--- src/rtl/fp16_argmax.sv ---
`default_nettype none
// ============================================================================
// Module      : fp16_argmax
// Description : Sequential arg-max over an IN_OUT_NUM-element fp16 vector.
//               Captures the vector on start_op, scans one element per cycle
//               and reports the index and value of the largest element.
//               Optional macro FP16_ARGMAX_NAN_SKIP_EN: when defined, NaN
//               elements never win the comparison.
// Revision    : 1.0 - initial release
// ============================================================================
module fp16_argmax #(
    parameter int IN_OUT_NUM = 10,
    parameter int IDX_WIDTH  = 4
) (
    input  logic                     clk,
    input  logic                     reset_b,
    input  logic                     start_op,
    input  logic                     clear,
    input  logic [IN_OUT_NUM*16-1:0] input_neuron_val,
    output logic [IDX_WIDTH-1:0]     max_index,
    output logic [15:0]              max_value,
    output logic                     valid,
    output logic                     busy
);

    localparam logic [1:0] c_ST_IDLE = 2'd0;
    localparam logic [1:0] c_ST_SCAN = 2'd1;
    localparam logic [1:0] c_ST_DONE = 2'd2;

    localparam logic [IDX_WIDTH-1:0] c_LAST = IDX_WIDTH'(IN_OUT_NUM - 1);
    localparam logic [IDX_WIDTH-1:0] c_ONE  = IDX_WIDTH'(1);

    logic [1:0]           r_state;
    logic [1:0]           w_state_nxt;
    logic [15:0]          r_buf [IN_OUT_NUM];
    logic [IDX_WIDTH-1:0] r_cnt;
    logic [IDX_WIDTH-1:0] r_best_idx;
    logic [15:0]          r_best_val;
    logic                 w_abort;
    logic                 w_accept;
    logic                 w_take;
    logic [15:0]          w_cand;

    // Monotonic unsigned key: -inf < negatives < +-0 < positives < +inf.
    // Negative zero is folded onto positive zero so both compare equal.
    function automatic logic [15:0] f_key(input logic [15:0] x);
        logic [15:0] v;
        v = (x == 16'h8000) ? 16'h0000 : x;
        return v[15] ? ~v : {1'b1, v[14:0]};
    endfunction

`ifdef FP16_ARGMAX_NAN_SKIP_EN
    function automatic logic f_is_nan(input logic [15:0] x);
        return (x[14:10] == 5'h1F) && (x[9:0] != 10'd0);
    endfunction
`endif

    // Reset and clear share one abort path; clear outranks start_op.
    assign w_abort  = reset_b | clear;
    assign w_accept = start_op && (r_state == c_ST_IDLE);

    // State register.
    always_ff @(posedge clk) begin
        if (w_abort) begin
            r_state <= c_ST_IDLE;
        end else begin
            r_state <= w_state_nxt;
        end
    end

    // Next-state logic; start_op outside IDLE has no effect.
    always_comb begin
        w_state_nxt = r_state;
        case (r_state)
            c_ST_IDLE: begin
                if (start_op) begin
                    w_state_nxt = (IN_OUT_NUM > 1) ? c_ST_SCAN : c_ST_DONE;
                end
            end
            c_ST_SCAN: begin
                if (r_cnt == c_LAST) begin
                    w_state_nxt = c_ST_DONE;
                end
            end
            c_ST_DONE: w_state_nxt = c_ST_IDLE;
            default:   w_state_nxt = c_ST_IDLE;
        endcase
    end

    // Status outputs decoded from the registered state only.
    always_comb begin
        busy  = (r_state != c_ST_IDLE);
        valid = (r_state == c_ST_DONE);
    end

    // Select the captured element addressed by the compare counter.
    always_comb begin
        w_cand = 16'h0000;
        for (int k = 0; k < IN_OUT_NUM; k++) begin
            if (r_cnt == IDX_WIDTH'(k)) begin
                w_cand = r_buf[k];
            end
        end
    end

`ifdef FP16_ARGMAX_NAN_SKIP_EN
    // A NaN candidate never wins; a NaN incumbent (only possible for
    // element 0) loses to the first non-NaN candidate.
    assign w_take = !f_is_nan(w_cand) &&
                    (f_is_nan(r_best_val) || (f_key(w_cand) > f_key(r_best_val)));
`else
    // Strictly greater replaces, so ties keep the lower index.
    assign w_take = f_key(w_cand) > f_key(r_best_val);
`endif

    // Capture buffer, compare counter and best-so-far registers.
    always_ff @(posedge clk) begin
        if (w_abort) begin
            for (int k = 0; k < IN_OUT_NUM; k++) begin
                r_buf[k] <= 16'h0000;
            end
            r_cnt      <= '0;
            r_best_idx <= '0;
            r_best_val <= 16'h0000;
        end else if (w_accept) begin
            for (int k = 0; k < IN_OUT_NUM; k++) begin
                r_buf[k] <= input_neuron_val[k*16 +: 16];
            end
            r_best_val <= input_neuron_val[15:0];
            r_best_idx <= '0;
            r_cnt      <= c_ONE;
        end else if (r_state == c_ST_SCAN) begin
            if (w_take) begin
                r_best_val <= w_cand;
                r_best_idx <= r_cnt;
            end
            r_cnt <= r_cnt + c_ONE;
        end
    end

    assign max_index = r_best_idx;
    assign max_value = r_best_val;

endmodule
`default_nettype wire

--- config.mk ---
export PLATFORM = sky130hd
export DESIGN_NAME = fp16_argmax
export DESIGN_NICKNAME = d
export VERILOG_FILES = /design/src/rtl/fp16_argmax.sv
export SDC_FILE = /design/constraint.sdc
export NUM_CORES = 1
export LEC_CHECK = 0
export ABC_AREA = 0
export CAP_MARGIN = 20
export CORE_MARGIN = 5
export CORE_UTILIZATION = 48
export DETAILED_ROUTE_END_ITERATION = 8
export PLACE_DENSITY = 0.78
export RECOVER_POWER = 50
export SYNTH_ARGS = -nofsm -noshare
export SYNTH_HDL_FRONTEND = slang
export SYNTH_SLANG_ARGS = --single-unit
--- constraint.sdc ---
create_clock -name clk -period 4.9 [get_ports clk]
set_clock_uncertainty 0.15 [all_clocks]
set_input_delay 0.735 -clock clk [delete_from_list [all_inputs] [get_ports clk]]
set_output_delay 0.735 -clock clk [all_outputs]
set_load 0.005 [all_outputs]
Yosys cells after proc, flatten, opt, wreduce, memory -nomap -nowiden
Memory sizes are Yosys's and may differ from the RTL's.
Index checks and enable logic that the tools add are counted.

storage, ports and cells
  register bits = 26
  memory bits (writable) = 160
  bits of input ports = 164
  output and inout port bits = 22
  word-level logic and storage cells = 83
  memories = 1

operators by class
  add/subtract/negate cells = 1
  $lt $le $gt $ge = 1
  equality and inequality tests = 15
  muxes and demuxes = 37
  bitwise gates (word level) = 13
  reductions and logical operators = 10

memory list
  name   depth  width  read ports  clocked after memory_dff  wr ports  line  RTL
  r_buf  10     16     10          0                         10        35    logic [15:0] r_buf [IN_OUT_NUM];

operators with widths
  kind                  count
  $mux 16               27
  $eq 16x16->1 const B  2
  $not 16->16           2
  $eq 4x3->1 const B    4
  $gt 16x16->1          1
  $or 1x1->1            11
  $eq 4x2->1 const B    2
  $eq 4x4->1 const B    2
  $mux 1                7
  $reduce_and 2->1      3
  $reduce_bool 2->1     3
  $add 4x1->4 const B   1
  $eq 4x1->1 const B    1
  $logic_not 4->1       1
  $mux 2                2
  $ne 2x2->1 const B    2
  $pmux 2 s2            1
  $eq 2x1->1 const B    1
  $eq 2x2->1 const B    1
  $logic_not 2->1       1
  $reduce_or 2->1       1
  $logic_and 1x1->1     1

Depth between registers and ports, before layout
Gate-level depths: netlist of the first run.

  depth after elaboration = 19
  gate-level depth with buffers = 25
  mapped depth without buffers = 17

Least setup slack after synthesis of the first run
No wires, ideal clock.

  path kind = input to register
  start point = input clear
  end point = memory r_buf[0][0] (enable)
  data arrival time = 3.881 ns
  required time = 3.387 ns
  setup slack = -0.493 ns
  cell stages on the path = 3
  buffers on the path = 1
  path through = nor2_1 > clkbuf_1 > nand2_1

RTL lines
  what         line  RTL
  from (decl)  18    input logic clear,
  to (decl)    35

Worst setup path after layout of the first run
  start point = register r_cnt[0]
  end point = register r_best_val[7] (netlist: max_value[7])

between the ends
  cells in the longest elaborated chain, start to end = 18
  elaborated cells between the ends (all ways) = 30
  classes of those cells = 1 x order compare; 10 x eq/ne; 15 x mux; 1 x bitwise; 3 x reduce/logical

RTL lines
  what                         line  RTL
  from (decl)                  36    logic [IDX_WIDTH-1:0] r_cnt;
  from (signal assigned)       131   r_cnt <= c_ONE;
  from (signal assigned)       137   r_cnt <= r_cnt + c_ONE;
  $logic_not 4->1              100   if (r_cnt == IDX_WIDTH'(k)) begin
  $mux 16 (9 in a row)         100
  $mux 16 *                    100
  $eq 16x16->1                 48    v = (x == 16'h8000) ? 16'h0000 : x;
  $mux 16                      48
  $not 16->16                  49    return v[15] ? ~v : {1'b1, v[14:0]};
  $mux 16                      49
  $gt 16x16->1                 113   assign w_take = f_key(w_cand) > f_key(r_best_val);
  $reduce_bool 2->1 (no line)  -
  $reduce_and 2->1 (no line)   -
  to (signal assigned)         129   r_best_val <= input_neuron_val[15:0];
  to (signal assigned)         134   r_best_val <= w_cand;
  to (decl)                    38    logic [15:0] r_best_val;

Mark *: on every way between the ends. The rest lies on a longest branch, timed or not. The select of a mux whose other input is x is not followed.
A chain may end at the register's enable or synchronous reset.

==> results of run 1 <==
layout make-up:
class | count | area, um^2
repair buffers | 245 | 2360
fillers | 1504 | 7420
clock inverters | 15 | 134
multi-input cells | 575 | 4060
flip-flops and latches | 186 | 5330
well taps | 270 | 338
clock buffers | 17 | 425
inverters | 10 | 37.5
critical path, delay by kind of cell (launching register included):
kind,cells,cell delay (ns)
AOI/OAI and AO/OA,9,1.80
and+or+nand+nor,4,1.11
buffers and inverters,4,0.63
adders and majority gates,2,0.53
DFF,1,0.39
placed cells by master, fill, tap and decap left out, types with 13 or more instances in the layout:
| cell | count |
|---|---|
| edfxtp_1 | 160 |
| xnor2_1 | 13 |
| nand3_1 | 18 |
| dlygate4sd3_1 | 22 |
| a21oi_1 | 36 |
| dfxtp_1 | 23 |
| and2_0 | 49 |
| ha_1 | 19 |
| a311o_1 | 13 |
| nand2_1 | 34 |
| clkdlybuf4s50_1 | 163 |
| o21ai_0 | 19 |
| nor2_1 | 41 |
| and2_1 | 114 |
| clkbuf_16 | 17 |
| xor2_1 | 18 |
| buf_4 | 51 |
power groups by stage:
stage / clock network, mW / registers, mW / logic, mW
floorplan: 0 / 1.87 / 0.294
global placement: 0 / 1.90 / 0.531
detailed placement: 0 / 1.90 / 0.534
CTS: 1.32 / 1.86 / 0.538
global route: 1.40 / 1.87 / 0.604
finish: 1.31 / 1.86 / 0.560
timing repair:
item / 4_1_cts / 5_1_grt
gates resized for setup: 1 / 15
setup buffers: 0 / 2
endpoints found under the setup margin: 13 / 20
pin swaps: 0 / 4
cells by family after synthesis:
family / count (synthesis) / share of synthesized area [%]
AND/OR/NAND/NOR: 317 / 18.7
buffers and inverters: 76 / 4.63
multiplexers: 8 / 0.821
flip-flops: 186 / 54.6
adder cells (fa/ha/maj): 20 / 2.57
XOR/XNOR: 31 / 2.78
AO/OA/AOI/OAI: 199 / 15.9
worst paths after layout:
path,endpoint,slack (ns),cells past startpoint
worst max-delay path,max_value[7]$_SDFFE_PP0P_,0.17,19
worst min-delay path,max_index[3]$_SDFFE_PP0P_,0.35,2
worst max register to register,max_value[7]$_SDFFE_PP0P_,0.17,19
worst min register to register,max_index[3]$_SDFFE_PP0P_,0.35,2
per-layer routing:
layer  track usage, %  routed length, um
met5                0                  0
met4             7.68                661
met3             5.54               2250
met2             36.9              13000
met1             30.8              11500
per-stage QoR:
| stage | setup WS, ns | instance area (um^2) | setup TNS, ns | power, mW |
|---|---|---|---|---|
| after global placement | 0.141 | 12100 | 0 | 2.43 |
| after detailed placement | -0.0235 | 12100 | -0.0997 | 2.43 |
| after CTS | 0.00972 | 12600 | 0 | 3.72 |
| final | 0.171 | 12700 | 0 | 3.73 |
| after floorplan | 0.331 | 9750 | 0 | 2.17 |
| after global routing | -0.00695 | 12700 | -0.00876 | 3.87 |
registers in the layout (all words and copies together), names as in the netlist:
signal / cells
r_buf: 160
max_value: 16
max_index: 4
r_cnt: 4
r_state: 2
==> flow_summary.toml, run 1 <==
[run_status]
status = "complete, but fails checks"
violations = "max-capacitance violations, max-slew violations"

[setup_path]
cp.required_ns = 5.07
crit_chain = "inv_1 -> ha_1 -> nor2b_2 -> buf_4 -> a22o_1 -> a22oi_1 -> o21ai_1 -> nor4_2 -> and4_4 -> buf_4 -> a21oi_1 -> ha_1 -> a21o_1 -> a221oi_2 -> o21a_1 -> o221ai_1 -> and3_2 -> buf_12 -> a311o_1"
crit_slowest_cell = "dfxtp_2"
worstReg2RegStart = "r_cnt[0]$_SDFFE_PP0P_"
max_stage_delay_ns = 0.39
worstSetupStartpoint = "r_cnt[0]$_SDFFE_PP0P_"
path_class = "flip-flop to flip-flop"
crit_arrival_ns = 4.90
cp-end-kind = "flip-flop"
start_kind = "flip-flop"
cp_max_fo = 16

[timing]
drv_slew = 57
fmax_mhz = 211
maxSlewHeadroom_pct = -22.2
hold_violations = 0
setup_viol_count_final = 0
holdWs_ns = 0.350
max_slew.worst_pin.slew_ns = 1.83
final.period_utilization_pct = 96.5
period_minus_slack_ns = 4.73

[synthesis]
synth_area_um2 = 9750
avgSynthCellArea_um2 = 11.6
yosysMostFrequentCell = "and2_1"
yosys.cell_types.count = 76
async_reset_ff_share_pct = 0
yosysSeqAreaShare_pct = 54.6
yosys-top-cells-count = "163 x and2_1, 160 x edfxtp_1, 43 x nor2_1, 36 x a21oi_1, 35 x nand2_1"
yosys_most_used_dff = "edfxtp_1"
synth_edf_count = 160
synth_top_cell_by_area = "edfxtp_1"
syn_nets = 1021
synth_top_area_share_pct = 49.3
yosys_warnings = 0
netlist_top_cells_area = "edfxtp_1 49%, and2_1 10%, dfxtp_1 5.3%"
yosys_register_bits = 186
synthCells = 837

[power_and_ir_drop]
p_int_mw = 2.78
pwr-share-comb_pct = 15.0
irDropWorstVdd_uv = 225
power_density_nw_per_um2 = 294
clkPwrFrac_pct = 35.1
p_leak_nw = 4.90
power.share.switching_pct = 25.5
p_sw_mw = 0.950
p_seq_share_pct = 49.9

[detailed_routing]
ant_nets = 0
wl_per_cell_um = 20.8
dr.pass1.iters = 5
finalWirelength_um = 27400
drc = 0
first_iter_violations = 754
avgViaCountPerCell = 5.63
vias = 7426

[clock_tree]
clk_pin_slew_ns = 0.07
clock-sinks = 186
clockBufferDepth = 2
cts-htree-levels = 4
numCtsBuffers = 17
root_buffer = "clkbuf_16"
cts_tree = "built"
ctsHoldBuffers = 0
clk_latency_ns = 0.43

[floorplanning]
design.core.area_um2 = 20100
initial_core_util_pct = 48.5
die_w_um = 153
dieHeight_um = 153
io-pin-count = 186
fp-row-count = 52
die_area_um2 = 23300

[grt]
grt_max_degree = 105
grt_pass1_vias = 7280
grt_overflow = 0
grt_pass1_wl_um = 41400
track_usage_pct = 22.9
antenna_found_initial = 0

[placed_design]
post-place-cells = 1284
dp.final_hpwl_um = 20700
place_congestion = 0.968
portBuffers = 185

[finish]
syn2layout_area_growth_pct = 30.1
drive_above_1_share_pct = 13.4
fin_cells = 1318
num_antenna_cells = 0
fin_nets = 1219
fin_util_pct = 63.1

[job]
cap_violations = 1

[hold_path]
hp-start = "max_index[3]$_SDFFE_PP0P_"
hold_class = "flip-flop to flip-flop"
(Power assumes the default switching activity.)
==> inputs of run 2 (changes only) <==
- PLACE_DENSITY: 0.78 -> 0.77
- SKIP_CTS_REPAIR_TIMING: not set -> 1
==> run 2 against run 1 <==
Net effect: clock power up 13%; the flow now finishes without violations; final cell count grew 0.46%; combinational power is 3% higher; hold slack improved by 0.0088 ns; total power grew 5.1%; register-to-register slack better by 0.02 ns; sequential share of layout area shrank 0.92 points.
==> flow_summary.toml, run 2 (synthesis results as in run 1) <==
[timing]
final.period_utilization_pct = 96.1
maxSlewHeadroom_pct = 23.0
setup_viol_count_final = 0
drv_slew = 0
holdWs_ns = 0.359
period_minus_slack_ns = 4.71
hold_violations = 0
max_slew.worst_pin.slew_ns = 1.15
fmax_mhz = 212

[detailed_routing]
ant_nets = 0
wl_per_cell_um = 21.1
dr.pass1.iters = 5
avgViaCountPerCell = 5.65
drc = 0
finalWirelength_um = 27900
vias = 7478
first_iter_violations = 838

[power_and_ir_drop]
clkPwrFrac_pct = 37.8
pwr-share-comb_pct = 14.7
irDropWorstVdd_uv = 223
power_density_nw_per_um2 = 303
p_seq_share_pct = 47.5
power.share.switching_pct = 23.8
p_sw_mw = 0.935
p_int_mw = 2.99
p_leak_nw = 4.99

[finish]
final_common_cell = "clkdlybuf4s50_1"
drive_above_1_share_pct = 14.7
multi_input_area_um2 = 4170
fin_cells = 1324
nFillCells = 1532
syn2layout_area_growth_pct = 32.9
ff_latch_area_um2 = 5330
fin_nets = 1226
final_cell_mix = "163 x clkdlybuf4s50_1, 160 x edfxtp_1, 105 x and2_1, 58 x and2_0, 55 x buf_4"
largest_reg_flops = 160
regMostFlops = "r_buf"
num_antenna_cells = 0

[clock_tree]
clockBufferDepth = 2
cts-htree-levels = 4
clk_pin_slew_ns = 0.07
root_buffer = "clkbuf_16"
cts_tree = "built"
clock-sinks = 186
clk_latency_ns = 0.43
numCtsBuffers = 17

[setup_path]
path_class = "flip-flop to flip-flop"
crit_arrival_ns = 4.87
start_kind = "flip-flop"
cp_max_fo = 22
cp-end-kind = "flip-flop"
cp.required_ns = 5.06

[grt]
grt_overflow = 0
antenna_found_initial = 0
track_usage_pct = 23.3
grt_max_degree = 89
grt_pass1_wl_um = 42300
grt_pass1_vias = 7427

[placed_design]
place_congestion = 0.944
dp.final_hpwl_um = 21000
portBuffers = 185
post-place-cells = 1288

[floorplanning]
die_w_um = 153
die_area_um2 = 23300
initial_core_util_pct = 48.5
io-pin-count = 186
dieHeight_um = 153
fp-row-count = 52
design.core.area_um2 = 20100

[job]
cap_violations = 0

[hold_path]
hold_class = "flip-flop to flip-flop"

[run_status]
status = "completed"
==> run 2: area by class of cell <==
class / instances / area share, %
clock inverter: 14 / 1.63
multi-input combinational: 576 / 32.2
clock buffer: 17 / 3.28
sequential: 186 / 41.1
inverter: 10 / 0.290
timing repair buffer: 251 / 18.9
tap: 270 / 2.61
==> run 2: path summary, 6_finish.rpt <==
kind,start,depth (start not counted),slack [ns],endpoint
worst max-delay path,r_cnt[0]$_SDFFE_PP0P_,19,0.19,max_value[3]$_SDFFE_PP0P_
worst max register to register,r_cnt[0]$_SDFFE_PP0P_,19,0.19,max_value[3]$_SDFFE_PP0P_
worst min register to register,max_index[2]$_SDFFE_PP0P_,2,0.36,max_index[2]$_SDFFE_PP0P_
worst min-delay path,max_index[2]$_SDFFE_PP0P_,2,0.36,max_index[2]$_SDFFE_PP0P_
==> run 2: metrics by stage <==
step                      cell area, um^2  utilization (%)  power, mW  setup WS (ns)  TNS (ns)
after global placement              12100             60.2       2.43         0.0858         0
after detailed placement            12100             60.2       2.43         0.0164         0
after global routing                13000             64.5       4.07       -0.00443  -0.00443
after CTS                           12700             63.4       3.89        -0.0280    -0.138
final                               13000             64.5       3.92          0.192         0
after floorplan                      9750                -       2.17          0.331         0
==> run 2: worst max-delay path, cell delays in order (launching register included) <==
cell      delay (ns)
dfxtp_2         0.42
inv_1           0.13
ha_1            0.27
buf_12          0.19
inv_1           0.17
nor3_1          0.13
a22oi_1         0.28
o221ai_2        0.25
nor3_2          0.27
and4_4          0.28
buf_4           0.16
a21oi_1         0.10
ha_1            0.31
a21o_1          0.17
a221oi_2        0.27
o21a_1          0.20
o221ai_1        0.11
and3_4          0.20
buf_12          0.15
a311o_1         0.35
==> run 2: metal layers <==
metal	vias up	global-route usage [%]	wire, um	share of wire (%)
met4	0	8.36	867	3.1
met5	-	0	0	0
met2	374	38.0	13600	49
li1	3493	-	-	-
met1	3550	31.4	11500	41
met3	61	4.35	1940	7.0
==> run 2: power by group through the flow <==
stage / Sequential [mW] / Combinational (mW) / Clock, mW
finish: 1.86 / 0.578 / 1.48
global route: 1.87 / 0.625 / 1.58
CTS: 1.86 / 0.545 / 1.49
detailed placement: 1.89 / 0.541 / 0
global placement: 1.89 / 0.538 / 0
floorplan: 1.87 / 0.294 / 0
